### src/rtl/uart_tx_sched.sv
// uart_tx_sched: round-robin scheduler that drains two byte FIFOs into a UART transmitter.
// Optional transmitter timeout when UART_TX_SCHED_TIMEOUT_EN is defined.
module uart_tx_sched #(
  parameter int BURST_MAX  = 16,
  parameter int TRIG_LEN   = 3,
  parameter int GAP_CYCLES = 2
) (
  input  logic       sclk,
  input  logic       reset,
  input  logic       req0_empty,
  output logic       req0_rd_en,
  input  logic [7:0] req0_data,
  input  logic       req1_empty,
  output logic       req1_rd_en,
  input  logic [7:0] req1_data,
  output logic [7:0] tx_data,
  output logic       tx_trig,
  input  logic       tx_busy,
  output logic [1:0] grant,
  output logic       sched_busy,
  output logic       tx_err
);

  typedef enum logic [2:0] {
    S_IDLE, S_READ, S_LOAD, S_TRIG, S_WAIT_BUSY, S_WAIT_DONE, S_GAP
  } state_t;

  localparam logic [7:0]  BURST_LIMIT = 8'(BURST_MAX);
  localparam logic [15:0] TRIG_LAST   = 16'(TRIG_LEN - 1);
  localparam logic [15:0] GAP_LAST    = 16'((GAP_CYCLES > 0) ? (GAP_CYCLES - 1) : 0);
  localparam bit          HAS_GAP     = (GAP_CYCLES > 0);

  state_t      r_state;
  logic [15:0] r_cnt;
  logic [7:0]  r_burstCount;
  logic [1:0]  r_grant;
  logic        r_rd0;
  logic        r_rd1;
  logic        r_trig;
  logic [7:0]  r_txData;
  logic        r_schedBusy;
`ifdef UART_TX_SCHED_TIMEOUT_EN
  logic [4:0]  r_timeout;
  logic        r_txErr;
`endif

  logic        w_anyReq;
  logic        w_pick0;
  logic        w_sameOwner;
  logic [7:0]  w_burstNext;
  state_t      w_afterFrame;

  // Owner choice and burst bookkeeping; only consumed while in IDLE.
  always_comb begin
    w_anyReq     = !req0_empty || !req1_empty;
    w_pick0      = 1'b0;
    w_afterFrame = HAS_GAP ? S_GAP : S_IDLE;
    if (!req0_empty && req1_empty) begin
      w_pick0 = 1'b1;
    end else if (req0_empty && !req1_empty) begin
      w_pick0 = 1'b0;
    end else if (!req0_empty && !req1_empty) begin
      if (r_grant == 2'b00) begin
        w_pick0 = 1'b1;
      end else if (r_burstCount < BURST_LIMIT) begin
        w_pick0 = r_grant[0];
      end else begin
        w_pick0 = !r_grant[0];
      end
    end
    w_sameOwner = w_pick0 ? r_grant[0] : r_grant[1];
    if (!w_sameOwner) begin
      w_burstNext = 8'd1;
    end else if (r_burstCount >= BURST_LIMIT) begin
      w_burstNext = BURST_LIMIT;
    end else begin
      w_burstNext = r_burstCount + 8'd1;
    end
  end

  always_ff @(posedge sclk) begin
    if (!reset) begin
      r_state      <= S_IDLE;
      r_cnt        <= 16'd0;
      r_burstCount <= 8'd0;
      r_grant      <= 2'b00;
      r_rd0        <= 1'b0;
      r_rd1        <= 1'b0;
      r_trig       <= 1'b0;
      r_txData     <= 8'h00;
      r_schedBusy  <= 1'b0;
`ifdef UART_TX_SCHED_TIMEOUT_EN
      r_timeout    <= 5'd0;
      r_txErr      <= 1'b0;
`endif
    end else begin
      r_rd0 <= 1'b0;
      r_rd1 <= 1'b0;
`ifdef UART_TX_SCHED_TIMEOUT_EN
      r_txErr <= 1'b0;
`endif
      case (r_state)
        S_IDLE: begin
          if (w_anyReq) begin
            r_rd0        <= w_pick0;
            r_rd1        <= !w_pick0;
            r_grant      <= w_pick0 ? 2'b01 : 2'b10;
            r_burstCount <= w_burstNext;
            r_schedBusy  <= 1'b1;
            r_state      <= S_READ;
          end else begin
            r_burstCount <= 8'd0;
          end
        end
        S_READ: r_state <= S_LOAD;
        S_LOAD: begin
          r_txData <= r_grant[0] ? req0_data : req1_data;
          r_trig   <= 1'b1;
          r_cnt    <= 16'd0;
          r_state  <= S_TRIG;
        end
        S_TRIG: begin
          if (r_cnt == TRIG_LAST) begin
            r_trig  <= 1'b0;
            r_state <= S_WAIT_BUSY;
`ifdef UART_TX_SCHED_TIMEOUT_EN
            r_timeout <= 5'd0;
`endif
          end else begin
            r_cnt <= r_cnt + 16'd1;
          end
        end
        S_WAIT_BUSY: begin
          if (tx_busy) begin
            r_state <= S_WAIT_DONE;
          end
`ifdef UART_TX_SCHED_TIMEOUT_EN
          // Transmitter never started: drop the byte and carry on.
          else if (r_timeout == 5'd15) begin
            r_txErr <= 1'b1;
            r_cnt   <= 16'd0;
            r_state <= w_afterFrame;
            if (!HAS_GAP) r_schedBusy <= 1'b0;
          end else begin
            r_timeout <= r_timeout + 5'd1;
          end
`endif
        end
        S_WAIT_DONE: begin
          if (!tx_busy) begin
            r_cnt   <= 16'd0;
            r_state <= w_afterFrame;
            if (!HAS_GAP) r_schedBusy <= 1'b0;
          end
        end
        S_GAP: begin
          if (r_cnt == GAP_LAST) begin
            r_state     <= S_IDLE;
            r_schedBusy <= 1'b0;
          end else begin
            r_cnt <= r_cnt + 16'd1;
          end
        end
        default: begin
          r_state     <= S_IDLE;
          r_schedBusy <= 1'b0;
        end
      endcase
    end
  end

  assign req0_rd_en = r_rd0;
  assign req1_rd_en = r_rd1;
  assign tx_data    = r_txData;
  assign tx_trig    = r_trig;
  assign grant      = r_grant;
  assign sched_busy = r_schedBusy;
`ifdef UART_TX_SCHED_TIMEOUT_EN
  assign tx_err     = r_txErr;
`else
  assign tx_err     = 1'b0;
`endif

endmodule

### config.mk
export PLATFORM = sky130hd
export DESIGN_NAME = uart_tx_sched
export DESIGN_NICKNAME = d
export VERILOG_FILES = /design/src/rtl/uart_tx_sched.sv
export SDC_FILE = /design/constraint.sdc
export NUM_CORES = 1
export LEC_CHECK = 0
export ABC_CLOCK_PERIOD_IN_PS = 2600
export CORE_MARGIN = 5
export CORE_UTILIZATION = 50
export DETAILED_ROUTE_END_ITERATION = 6
export PLACE_DENSITY = 0.88
export SLEW_MARGIN = 20
export SYNTH_ARGS = -nofsm -noshare
export SYNTH_HDL_FRONTEND = slang
export SYNTH_SLANG_ARGS = --single-unit
### constraint.sdc
create_clock -name sclk -period 2.6 [get_ports sclk]
set_input_delay 0.78 -clock sclk [delete_from_list [all_inputs] [get_ports sclk]]
set_output_delay 0.78 -clock sclk [all_outputs]
set_load 0.1 [all_outputs]
Word level (Yosys, flattened, before mapping)
Index checks and enable logic that the tools add are counted.
{ "op_classes": {"add_sub_neg": 2, "magnitude_cmp": 2, "eq_ne": 15, "n_mux": 26, "bitwise_logic": 1, "reduce_logical": 19} }
{ "op_table": {"columns": ["op", "count"], "rows": [
  ["case mux 16 bit (4 select lines)", 1],
  ["2-to-1 mux 16 bit", 3],
  ["2-to-1 mux 8 bit", 4],
  ["case mux 3 bit (7 select lines)", 1],
  ["adder 16 x 1 -> 16 bit (second input constant)", 1],
  ["equality test 16 x 1 -> 1 bit (second input constant)", 1],
  ["equality test 16 x 2 -> 1 bit (second input constant)", 1],
  ["2-to-1 mux 3 bit", 5],
  ["inequality test 2 bit (second input constant)", 7],
  ["equality test 3 bit (second input constant)", 3],
  ["2-to-1 mux 1 bit", 9],
  ["adder 8 x 1 -> 8 bit (second input constant)", 1],
  ["greater-or-equal comparator 8 x 5 -> 1 bit (second input constant)", 1],
  ["< comparator 8 x 5 -> 1 bit (second input constant)", 1],
  ["equality test 3 x 2 -> 1 bit (second input constant)", 2],
  ["AND reduction 3 bit", 2],
  ["AND reduction 5 bit", 1],
  ["OR reduction 5 bit", 1],
  ["zero test 1 bit", 4],
  ["AND reduction 2 bit", 2],
  ["AND reduction 4 bit", 1],
  ["nonzero test 4 bit", 1],
  ["equality test 3 x 1 -> 1 bit (second input constant)", 1],
  ["logical AND 1 bit", 3],
  ["other kinds (8)", 8]
]} }
{ "word_totals": {"ff_bits": 41, "inputBits": 21, "out_inout_bits": 15, "elab_cells": 74} }

Logic depth before layout (Yosys ltp)
Gate-level depths: netlist (run 1).
{ "depth": {"depth_word": 9, "ltp_mapped": 7, "ltp_nobuf": 7} }

Least setup slack after synthesis (run 1)
No wires, ideal clock.
{ "synth_timing": {"kind": "reg2reg", "start": "register r_grant[0], in the netlist grant[0]", "end": "register r_burstCount[4]", "t_arrival_ps": 1907, "setup_slack_ps": 608, "stages_incl_launch_ff": 4, "path_cell_list": "dfxtp_1 -> buf_1 -> o311ai_0 -> a211oi_1"} }
{ "synth_between": {"elab_chain_cells": 9, "word_cells_on_any_way": 10, "cone_classes": "8 x mux; 2 x reduce/logical"} }
{ "synth_rtl": {"columns": ["item", "line_no", "source"], "rows": [
  ["from (decl)", "36", "logic [1:0] r_grant;"],
  ["from (signal assigned)", "107", "r_grant <= w_pick0 ? 2'b01 : 2'b10;"],
  ["zero test 1 bit", "68", "w_pick0 = !r_grant[0];"],
  ["2-to-1 mux 1 bit", "65", "end else if (r_burstCount < BURST_LIMIT) begin"],
  ["2-to-1 mux 1 bit", "63", "if (r_grant == 2'b00) begin"],
  ["2-to-1 mux 1 bit", "62", "end else if (!req0_empty && !req1_empty) begin"],
  ["2-to-1 mux 1 bit", "60", "end else if (req0_empty && !req1_empty) begin"],
  ["2-to-1 mux 1 bit", "58", "if (!req0_empty && req1_empty) begin"],
  ["2-to-1 mux 1 bit (*)", "71", "w_sameOwner = w_pick0 ? r_grant[0] : r_grant[1];"],
  ["2-to-1 mux 8 bit (*)", "72", "if (!w_sameOwner) begin"],
  ["2-to-1 mux 8 bit (*)", "104", "if (w_anyReq) begin"],
  ["to (signal assigned)", "108", "r_burstCount <= w_burstNext;"],
  ["to (decl)", "35", "logic [7:0] r_burstCount;"]
]} }
Every way passes the cells marked *; elsewhere a longest branch is shown, timed or not.
A chain may end at the register's enable or synchronous reset.

Final worst setup path (run 1)
{ "layout_timing": {"start": "register r_cnt[0]", "end": "register r_cnt[2]"} }
{ "layout_between": {"elab_chain_cells": 3, "word_cells_on_any_way": 9, "cone_classes": "1 x add/sub; 4 x eq/ne; 3 x mux; 1 x reduce/logical"} }
{ "layout_rtl": {"columns": ["item", "line_no", "source"], "rows": [
  ["from (decl)", "34", "logic [15:0] r_cnt;"],
  ["from (signal assigned)", "130", "r_cnt <= r_cnt + 16'd1;"],
  ["from (signal assigned)", "161", "r_cnt <= r_cnt + 16'd1;"],
  ["adder 16 x 1 -> 16 bit (tied with other cells)", "130, 161", null],
  ["2-to-1 mux 16 bit (tied with other cells)", "157", "if (r_cnt == GAP_LAST) begin"],
  ["case mux 16 bit (4 select lines) or AND reduction 4 bit (tied branches)", null, null]
]} }
Several ways; a longest one is shown, not always the timed one. The select of a mux whose other input is x is not followed.

==> summary.md, run 1 <==
| Metric | Value |
|---|---|
| Status | `complete, no violations` |
| Sequential area share after synthesis | `0.412` |
| GRT Total Usage | `0.170` |
| Slowest CP cell | `dfxtp_1` |
| Worst slack at placement | `0.380 ns` |
| Worst-path clk slew | `0.08 ns` |
| Critical R2R Launch | `r_cnt[0]` |
| Postcts setup bufs | `0` |
| Largest family of logic cells by synthesized area | `simple AND/OR/NAND/NOR gates` |
| WHS Path Cells | `2` |
| Vias | `1,677` |
| Max frequency | `499 MHz` |
| Worst-Skew Late Latency | `0.29 ns` |
| Endpoint type of the worst setup path | `register` |
| DR vias/cell | `5.39` |
| Critical path launch point | `r_cnt[0]` |
| Fin. Hold Viols | `0` |
| Synth Area in Adders | `0.0314` |
| Worst Skew | `0.00895 ns` |
| WL met3 | `127 um` |
| Wire length on met1 | `1770 um` |
| Period utilization | `0.771` |
| CP top delay family | `simple AND/OR/NAND/NOR gates` |
| Syn Inst Count | `224` |
| Crit-path max FO | `5` |
| Wire length per cell | `13.4 um` |
| Initial Utilization | `0.506` |
| Drt pass-1 iters | `4` |
| Crit. path cell count | `6` |
| CTS Sinks | `41` |
| Core ar. | `0.00394 mm^2` |
| Routed Wire Length | `4160 um` |
| Remaining antenna violation count | `0` |
| Mux cell area share after synthesis | `0.0508` |
| CTS Hold Buffers Added | `0` |
| Final nets | `287` |
| Finished Core Util | `0.626` |
| Antenna violations before repair | `0` |
| Post-synth EDFFs | `0` |
| Tightest Hold Check Type | `register to register` |
| Inst Count DP | `304` |
| CP peak stage delay | `0.45 ns` |
| Arrival @ worst endpoint | `2.24 ns` |
| Final Instance Area | `0.00247 mm^2` |
| Post-DP Area | `0.00238 mm^2` |
| Worst-path cell chain | `ha_1, or3b_2, nor4_2, o22ai_2, a211oi_2, a31o_1` |
| Final std cells w/o fill | `311` |
| Post-route worst setup slack | `0.596 ns` |
| Worst reg-to-reg path cell count | `6` |
| Compound-Gate Fraction of Synth Area | `0.154` |
| CP Capture Point | `r_cnt[2]` |
| Pin count of the biggest net entering global routing | `17` |
| Worst R2R End | `r_cnt[2]` |
| Synth Area in Simple Gates | `0.252` |
| Commonest cells in the synthesized netlist | `dfxtp_1 (41), nor2_1 (28), nand2_1 (16)` |
| #FFs+latches synth | `41` |
| Area growth syn-to-layout | `23.9%` |
| Synth area leaders | `dfxtp_1 (41%), nor2_1 (5.3%), mux2i_1 (4.5%)` |
| Power per cell area | `625 mW/mm^2` |
| Slew of the pin with the lowest slew margin | `0.687 ns` |
| Top FF cell, synth | `dfxtp_1` |
| Max rail drop VDD | `0.490 mV` |
| Count leader, synth | `dfxtp_1` |
| Final TNS setup | `0 ns` |
| Number of global-route vias before repair | `1,611` |
| Mapped Area | `0.00199 mm^2` |
| Max-slew violations | `0` |
| CTS Buf Count | `5` |
| WS Path Type | `register to register` |
| First-pass GRT wire length | `7090 um` |
| Die area | `0.00535 mm^2` |
| # rows | `23` |
| Post-layout min period | `2.00 ns` |
| Diodes inserted | `0` |
| I/O Pins | `36` |
| Syn Area/Cell | `8.90 um^2` |
| Crit path launch type | `register` |
| CP required | `2.84 ns` |
| Clk root buf | `clkbuf_8` |
| H-tree Lvls | `2` |
| Met2 wire len | `2100 um` |
| Post-CTS resize count | `0` |
| Die H | `73.1 um` |
| RSZ-0062 raised after global routing | `false` |
| Grt ovf | `0` |
| DRT iter0 DRCs | `60` |
| Max Used Layer | `met4` |
| Netlist cell types | `47` |
| Die Span X | `73.1 um` |
| Residual DRC | `0` |
| P_leak | `0.963 nW` |
| CTS max path bufs | `2` |
| Synth warn | `0` |
| Xor and xnor area share after synthesis | `0.0615` |
| Ratio of cells with drive above 1 in the final layout | `0.161` |
| Critical path buffer and inverter count | `0` |
| Final GP Congestion | `0.839` |
| Final setup fails | `0` |
| Async SR Flop Fraction | `0` |
| DP HPWL | `3090 um` |
| Synth top area share | `0.412` |
| CTS tree | `built` |
| Reg2Reg Setup Slack | `0.60 ns` |
| IO Port Bufs | `34` |
| Max-slew headroom | `0.538` |
| Largest area contributor in the netlist | `dfxtp_1` |
| Syn Nets | `250` |
| MaxCap Viol Count | `0` |
==> report_power, final <==
part	internal [W]	leakage (nW)	total, W	switching (W)
logic	0.000140	0.585	0.000428	0.000288
registers	0.000663	0.334	0.000704	0.0000401
clock network	0.000210	0.0443	0.000411	0.000201
==> layout make-up <==
type	instances	area, um^2
fill	335	1470
multi-input combinational	165	1110
timing repair buffer	40	363
tap	50	62.6
inverter	8	30.0
sequential	41	821
clock buffer	7	86.3
==> flip-flops by register name, summed over array words and instances (netlist names) <==
| register | cells |
|---|---|
| tx_trig | 1 |
| r_state | 3 |
| r_burstCount | 8 |
| tx_data | 8 |
| sched_busy | 1 |
| req0_rd_en | 1 |
| req1_rd_en | 1 |
| grant | 2 |
| r_cnt | 16 |
==> tightest hold or removal path, stage by stage (launching register included) <==
cell and delay (ns):
dfxtp_1 0.32, o21ai_0 0.07, a21oi_1 0.06
==> layout by cell type (no fill, tap or decap), types with 2 or more instances in the layout <==
master           instances
o21ai_0                  7
clkdlybuf4s50_1         20
nor2b_1                  5
or4_1                    2
a211oi_1                11
or4_4                    2
or3b_2                   2
mux2i_1                  9
nand3_1                  9
buf_4                   19
nand2_1                 16
nand4_1                  3
clkbuf_8                 6
nor2_1                  28
o211ai_1                 2
xnor2_1                  5
and3_1                   8
nor3_1                   2
a21oi_1                 12
inv_1                    8
nor4_2                   2
xor2_1                   9
or3_1                    4
dfxtp_1                 41
ha_1                     5
and4_2                   2
==> logic make-up after synthesis <==
group,after synthesis
simple gates,91
compound gates,44
flops,41
buf+inv,18
xor+xnor,14
mux,10
fa+ha+maj,5
other cells,1
==> metrics by stage <==
stage,power [W],hold WS [ns]
2_1_floorplan,0.00103,0.459
3_3_place_gp,0.00114,0.472
3_5_place_dp,0.00115,0.475
4_1_cts,0.00156,0.494
5_1_grt,0.00161,0.504
6_report,0.00154,0.491
==> how the worst min path moves through the flow <==
stage | startpoint | to | slack (ns)
finish | r_burstCount[3] | r_burstCount[3] | 0.49
global route | r_burstCount[5] | r_burstCount[5] | 0.50
CTS | r_burstCount[3] | r_burstCount[3] | 0.49
detailed placement | tx_trig | tx_trig | 0.47
global placement | r_burstCount[3] | r_burstCount[3] | 0.47
floorplan | r_burstCount[3] | r_burstCount[3] | 0.46
==> per-layer routing <==
metal | up-vias | global-route usage
li1 | 873 | -
met1 | 763 | 0.194
met2 | 26 | 0.295
met3 | 15 | 0.0372
met4 | 0 | 0.0881
met5 | - | 0
No activity file was read; power rests on OpenSTA's default activity.
==> inputs of run 2 (changes only) <==
Settings changed: ABC_CLOCK_PERIOD_IN_PS 2600 to 1600, CORE_UTILIZATION 50 to 47, PLACE_DENSITY 0.88 to 0.87.
Clock period 2.6 ns to 1.6 ns, I/O delays scaled along.
==> run 2 against run 1 <==
Compared with the run above:
- the run now ends with setup timing left
- non-clock buffer count grew 30
- clock power grew 57%
- sequential cell count is the same
- register-to-register slack lost 0.88 ns
- first-iteration DRC count grew 88%
- final cell count grew 10%
- worst hold slack gained 0.011 ns
- critical endpoint unchanged
==> summary.md, run 2 (synthesis results as in run 1) <==
| Metric | Value |
|---|---|
| Routed Wire Length | `5030 um (+21%)` |
| Worst slack at placement | `-0.323 ns (-0.702 ns)` |
| H-tree Lvls | `2 (unchanged)` |
| Critical path launch point | `r_cnt[8]` |
| CP required | `1.82 ns (-1.02 ns)` |
| Antenna violations before repair | `0 (unchanged)` |
| Remaining antenna violation count | `0 (unchanged)` |
| CP peak stage delay | `0.57 ns (+0.12 ns)` |
| Worst-path clk slew | `0.08 ns (about the same)` |
| Pin count of the biggest net entering global routing | `17 (unchanged)` |
| Wire length per cell | `14.7 um (+9.9%)` |
| Crit-path max FO | `5 (unchanged)` |
| P_leak | `1.18 nW (+23%)` |
| RSZ-0062 raised after global routing | `true` |
| Final setup fails | `8 (+8)` |
| Max-slew violations | `0 (unchanged)` |
| Reg power frac | `0.428 (-0.028)` |
| Number of global-route vias before repair | `1,941 (+20%)` |
| Filler Cell Count | `274 (-18%)` |
| Die H | `75.1 um (+2.7%)` |
| Violated checks | `setup timing` |
| CTS Sinks | `41 (unchanged)` |
| Core ar. | `0.00406 mm^2 (+2.9%)` |
| Worst Skew | `0.00718 ns (-0.00177 ns)` |
| Final GP Congestion | `0.816 (-2.6%)` |
| Status | `finished with violations` |
| First-pass GRT wire length | `8860 um (+25%)` |
| Pint | `0.00176 W (+73%)` |
| Gate power share | `0.332 (+0.054)` |
| Arrival @ worst endpoint | `2.11 ns (-0.13 ns)` |
| IO Port Bufs | `34 (unchanged)` |
| Largest register FFs | `16 (unchanged)` |
| Die Span X | `75.1 um (+2.7%)` |
| Diodes inserted | `0 (unchanged)` |
| Power per cell area | `922 mW/mm^2 (+47%)` |
| Clock share of power | `0.240 (-0.026)` |
| Tightest Hold Check Type | `register to register` |
| WS Path Type | `register to register` |
| Crit path launch type | `register` |
| CTS Hold Buffers Added | `0 (unchanged)` |
| Slew of the pin with the lowest slew margin | `0.556 ns (-0.131 ns)` |
| CP top delay family | `simple AND/OR/NAND/NOR gates` |
| MaxCap Viol Count | `0 (unchanged)` |
| Ratio of cells with drive above 1 in the final layout | `0.305 (+0.144)` |
| Die area | `0.00564 mm^2 (+5.5%)` |
| Drt pass-1 iters | `5 (+1)` |
| Most common cell after layout, fill and taps aside | `buf_4` |
| Largest register by flop count | `r_cnt` |
| Critical path buffer and inverter count | `0 (unchanged)` |
| Worst-path cell chain | `or4_4, nor4_4, o22ai_4, a211oi_2, a31o_1` |
| DRT iter0 DRCs | `113 (+88%)` |
| Residual DRC | `0 (unchanged)` |
| # rows | `23 (unchanged)` |
| Fin. Hold Viols | `0 (unchanged)` |
| DP HPWL | `3920 um (+27%)` |
| Max frequency | `530 MHz (+6.2%)` |
| Vias | `1,867 (+11%)` |
| Grt ovf | `0 (unchanged)` |
| Worst-Skew Late Latency | `0.29 ns (about the same)` |
| Critical hold path startpoint | `r_burstCount[6]` |
| CTS tree | `built` |
| Endpoint type of the worst setup path | `register` |
| Slowest CP cell | `or4_4` |
| Max rail drop VDD | `0.704 mV (+44%)` |
| Clk root buf | `clkbuf_8` |
| Period utilization | `1.18 (+0.409)` |
| Final Instance Area | `0.00292 mm^2 (+18%)` |
| Post-DP Area | `0.00280 mm^2 (+18%)` |
| Sw frac | `0.349 (+0.00597)` |
| Sw power | `0.000941 W (+78%)` |
| Hold_ws | `0.502 ns (+0.0113 ns)` |
| GRT Total Usage | `0.201 (+0.0309)` |
| Post-layout min period | `1.89 ns (-0.116 ns)` |
| DR vias/cell | `5.46 (+1.2%)` |
| Critical R2R Launch | `r_cnt[8]` |
| Initial Utilization | `0.491 (-0.0143)` |
| Final nets | `317 (+10%)` |
| Area growth syn-to-layout | `46.7%` |
| Post-route worst setup slack | `-0.287 ns (-0.884 ns)` |
| I/O Pins | `36 (unchanged)` |
| CTS Buf Count | `5 (unchanged)` |
| CTS max path bufs | `2 (unchanged)` |
| Max-slew headroom | `0.629 (+0.0909)` |
| Most frequent cells in the layout | `buf_4 (36), dfxtp_1 (34), nor2_1 (27)` |
run 2: changes by cell type in the layout (fill, tap and decap cells not counted), moves of 3 or more:
cell / previous run / this run
buf_12: 1 / 14
buf_4: 19 / 36
dfxtp_1: 41 / 34
dfxtp_2: 0 / 7
o21ai_0: 7 / 4
o21ai_1: 0 / 3
run 2: what timing repair did:
| action | in CTS | in global routing |
|---|---|---|
| cloned | 0 | 0 |
| setup buffers | 0 | 0 |
| gates resized for setup | 3 | 9 |
| pin swaps | 2 | 7 |
| endpoints found under the setup margin | 10 | 17 |
run 2: final timing paths:
kind	to	slack [ns]	cells after the start
worst max-delay path	r_cnt[2]	-0.29	5
worst min-delay path	r_burstCount[6]	0.50	1
worst max register to register	r_cnt[2]	-0.29	5
worst min register to register	r_burstCount[6]	0.50	1
run 2: per-stage QoR:
stage               utilization  cells  power [W]  setup TNS [ns]
CTS                       0.714    342    0.00270           -1.73
floorplan                     -    224    0.00169          -0.620
global route              0.721    342    0.00281           -2.53
finish                    0.721    342    0.00270           -1.80
detailed placement        0.691    334    0.00205           -5.88
global placement          0.691    334    0.00203           -5.13
run 2: cell type report:
| type | instances | area [um^2] | share of cell area |
|---|---|---|---|
| clock inverters | 2 | 10.0 | 0.00342 |
| well taps | 50 | 62.6 | 0.0214 |
| multi-input cells | 165 | 1170 | 0.399 |
| repair buffers | 70 | 752 | 0.257 |
| flip-flops and latches | 41 | 830 | 0.284 |
| clock buffers | 6 | 72.6 | 0.0248 |
| inverters | 8 | 30.0 | 0.0103 |
run 2: power by group through the flow:
stage	clock network [W]	logic [W]	registers, W
6_report	0.000647	0.000894	0.00115
3_5_place_dp	0	0.000876	0.00117
2_1_floorplan	0	0.000286	0.00141
5_1_grt	0.000703	0.000942	0.00116
3_3_place_gp	0	0.000857	0.00117
4_1_cts	0.000662	0.000885	0.00115
run 2: metal layers:
layer	vias to the layer above	part of all wire	GRT usage	routed length, um
li1	925	-	-	-
met1	901	0.41	0.237	2040
met2	35	0.55	0.366	2770
met3	6	0.030	0.0307	152
met4	0	0.013	0.0751	63
met5	-	0	0	0
==> inputs of run 3 (changes only) <==
Settings changed: MAX_ROUTING_LAYER from default to met4.
==> run 3 against run 2 <==
Compared with the run above:
- the run still ends with setup timing left
- count of clock-buffer cells in the layout did not move
- highest routed layer unchanged
- die area did not move
- first-iteration DRC count is 12% lower
- core utilization did not move
==> summary.md, run 3 (synthesis results as in run 1) <==
| Metric | Value |
|---|---|
| I/O Pins | `36 (unchanged)` |
| CTS Sinks | `41 (unchanged)` |
| DP HPWL | `3920 um (unchanged)` |
| Clk root buf | `clkbuf_8` |
| Largest register by flop count | `r_cnt` |
| Number of global-route vias before repair | `1,948 (+0.36%)` |
| Critical R2R Launch | `r_cnt[8]` |
| Hold_ws | `0.502 ns (-0.000138 ns)` |
| First-pass GRT wire length | `8870 um (about the same)` |
| Residual DRC | `0 (unchanged)` |
| CP required | `1.82 ns (about the same)` |
| Slew of the pin with the lowest slew margin | `0.554 ns (-0.00169 ns)` |
| Worst-Skew Late Latency | `0.29 ns (about the same)` |
| GRT Total Usage | `0.208 (+0.00647)` |
| Critical hold path startpoint | `r_burstCount[6]` |
| Power per cell area | `921 mW/mm^2 (about the same)` |
| CTS max path bufs | `2 (unchanged)` |
| Max frequency | `530 MHz (about the same)` |
| P_leak | `1.18 nW (unchanged)` |
| Remaining antenna violation count | `0 (unchanged)` |
| Crit-path max FO | `5 (unchanged)` |
| Most common cell after layout, fill and taps aside | `buf_4` |
| Crit path launch type | `register` |
| Final nets | `317 (unchanged)` |
| RSZ-0062 raised after global routing | `true` |
| Pin count of the biggest net entering global routing | `17 (unchanged)` |
| IO Port Bufs | `34 (unchanged)` |
| Max rail drop VDD | `0.704 mV (about the same)` |
| Area growth syn-to-layout | `46.7% (unchanged)` |
| DRT iter0 DRCs | `99 (-12%)` |
| DR vias/cell | `5.46 (+0.11%)` |
| Vias | `1,869 (+0.11%)` |
| Largest register FFs | `16 (unchanged)` |
| Post-layout min period | `1.89 ns (-0.00150 ns)` |
| Diodes inserted | `0 (unchanged)` |
| Die H | `75.1 um (unchanged)` |
| Max-slew violations | `0 (unchanged)` |
| Max-slew headroom | `0.630 (+0.00113)` |
| Wire length per cell | `14.7 um (+0.16%)` |
| Final setup fails | `8 (unchanged)` |
| CTS Buf Count | `5 (unchanged)` |
| Period utilization | `1.18 (about the same)` |
| Endpoint type of the worst setup path | `register` |
| Most frequent cells in the layout | `buf_4 (36), dfxtp_1 (34), nor2_1 (27)` |
| Drt pass-1 iters | `4 (-1)` |
| Final GP Congestion | `0.829 (+1.5%)` |
| Fin. Hold Viols | `0 (unchanged)` |
| Die area | `0.00564 mm^2 (unchanged)` |
| Routed Wire Length | `5040 um (+0.16%)` |
| Final TNS setup | `-1.80 ns (+0.00392 ns)` |
| Worst Skew | `0.00717 ns (-0.0000125 ns)` |
| Die Span X | `75.1 um (unchanged)` |
| Tightest Hold Check Type | `register to register` |
| Post-route worst setup slack | `-0.286 ns (+0.00150 ns)` |
| Arrival @ worst endpoint | `2.11 ns (about the same)` |
| Status | `finished with violations` |
| Antenna violations before repair | `0 (unchanged)` |
| Critical path launch point | `r_cnt[8]` |
| Grt ovf | `0 (unchanged)` |
| Initial Utilization | `0.491 (unchanged)` |
| Core ar. | `0.00406 mm^2 (unchanged)` |
| Ratio of cells with drive above 1 in the final layout | `0.305 (unchanged)` |
| WS Path Type | `register to register` |
| CTS tree | `built` |
| H-tree Lvls | `2 (unchanged)` |
| Worst-path clk slew | `0.08 ns (about the same)` |
| # rows | `23 (unchanged)` |
| Violated checks | `setup timing` |
| MaxCap Viol Count | `0 (unchanged)` |
==> run 3: cell counts in the layout (fill, tap and decap cells not counted) <==
No cell type changed its count.
==> run 3: area by class of cell <==
class,instances,area [um^2]
clock buffer,6,72.6
clock inverter,2,10.0
fill,274,1130
inverter,8,30.0
multi-input combinational,165,1170
sequential,41,830
tap,50,62.6
timing repair buffer,70,752
==> run 3: path summary, 6_finish.rpt <==
kind | end | slack, ns | depth (start not counted)
hold reg to reg | r_burstCount[6] | 0.50 | 1
setup / recovery | r_cnt[2] | -0.29 | 5
hold / removal | r_burstCount[6] | 0.50 | 1
setup reg to reg | r_cnt[2] | -0.29 | 5
==> run 3: layer usage <==
metal | global-route usage | up-vias | wire, um
li1 | - | 924 | -
met1 | 0.238 | 905 | 2040
met2 | 0.366 | 34 | 2790
met3 | 0.0307 | 6 | 141
met4 | 0.0751 | 0 | 63
met5 | - | - | 0
==> run 3: timing repair <==
| item | CTS | global route |
|---|---|---|
| hold buffers | 0 | 0 |
| pin swaps | 2 | 7 |
| endpoints found under the setup margin | 10 | 17 |
| buffers inserted | 0 | 0 |
| gates resized for setup | 3 | 9 |
==> run 3: critical path, cell delays in order (launching register included) <==
cell,delay (ns)
dfxtp_2,0.33
or4_4,0.57
nor4_4,0.41
o22ai_4,0.17
a211oi_2,0.21
a31o_1,0.13
==> run 3: stage by stage <==
stage               std cells  power [W]   util  cell area, um^2  worst slack (ns)
finish                    342    0.00269  0.721             2920            -0.286
global route              342    0.00281  0.721             2920            -0.322
CTS                       342    0.00270  0.714             2900            -0.262
detailed placement        334    0.00205  0.691             2800            -0.323
global placement          334    0.00203  0.691             2800            -0.286
floorplan                 224    0.00169      -             2030            -0.116
==> run 3: power breakdown <==
group	total [W]	switching [W]	internal [W]
sequential	0.00115	0.0000735	0.00108
combinational	0.000894	0.000522	0.000372
clock	0.000646	0.000344	0.000302
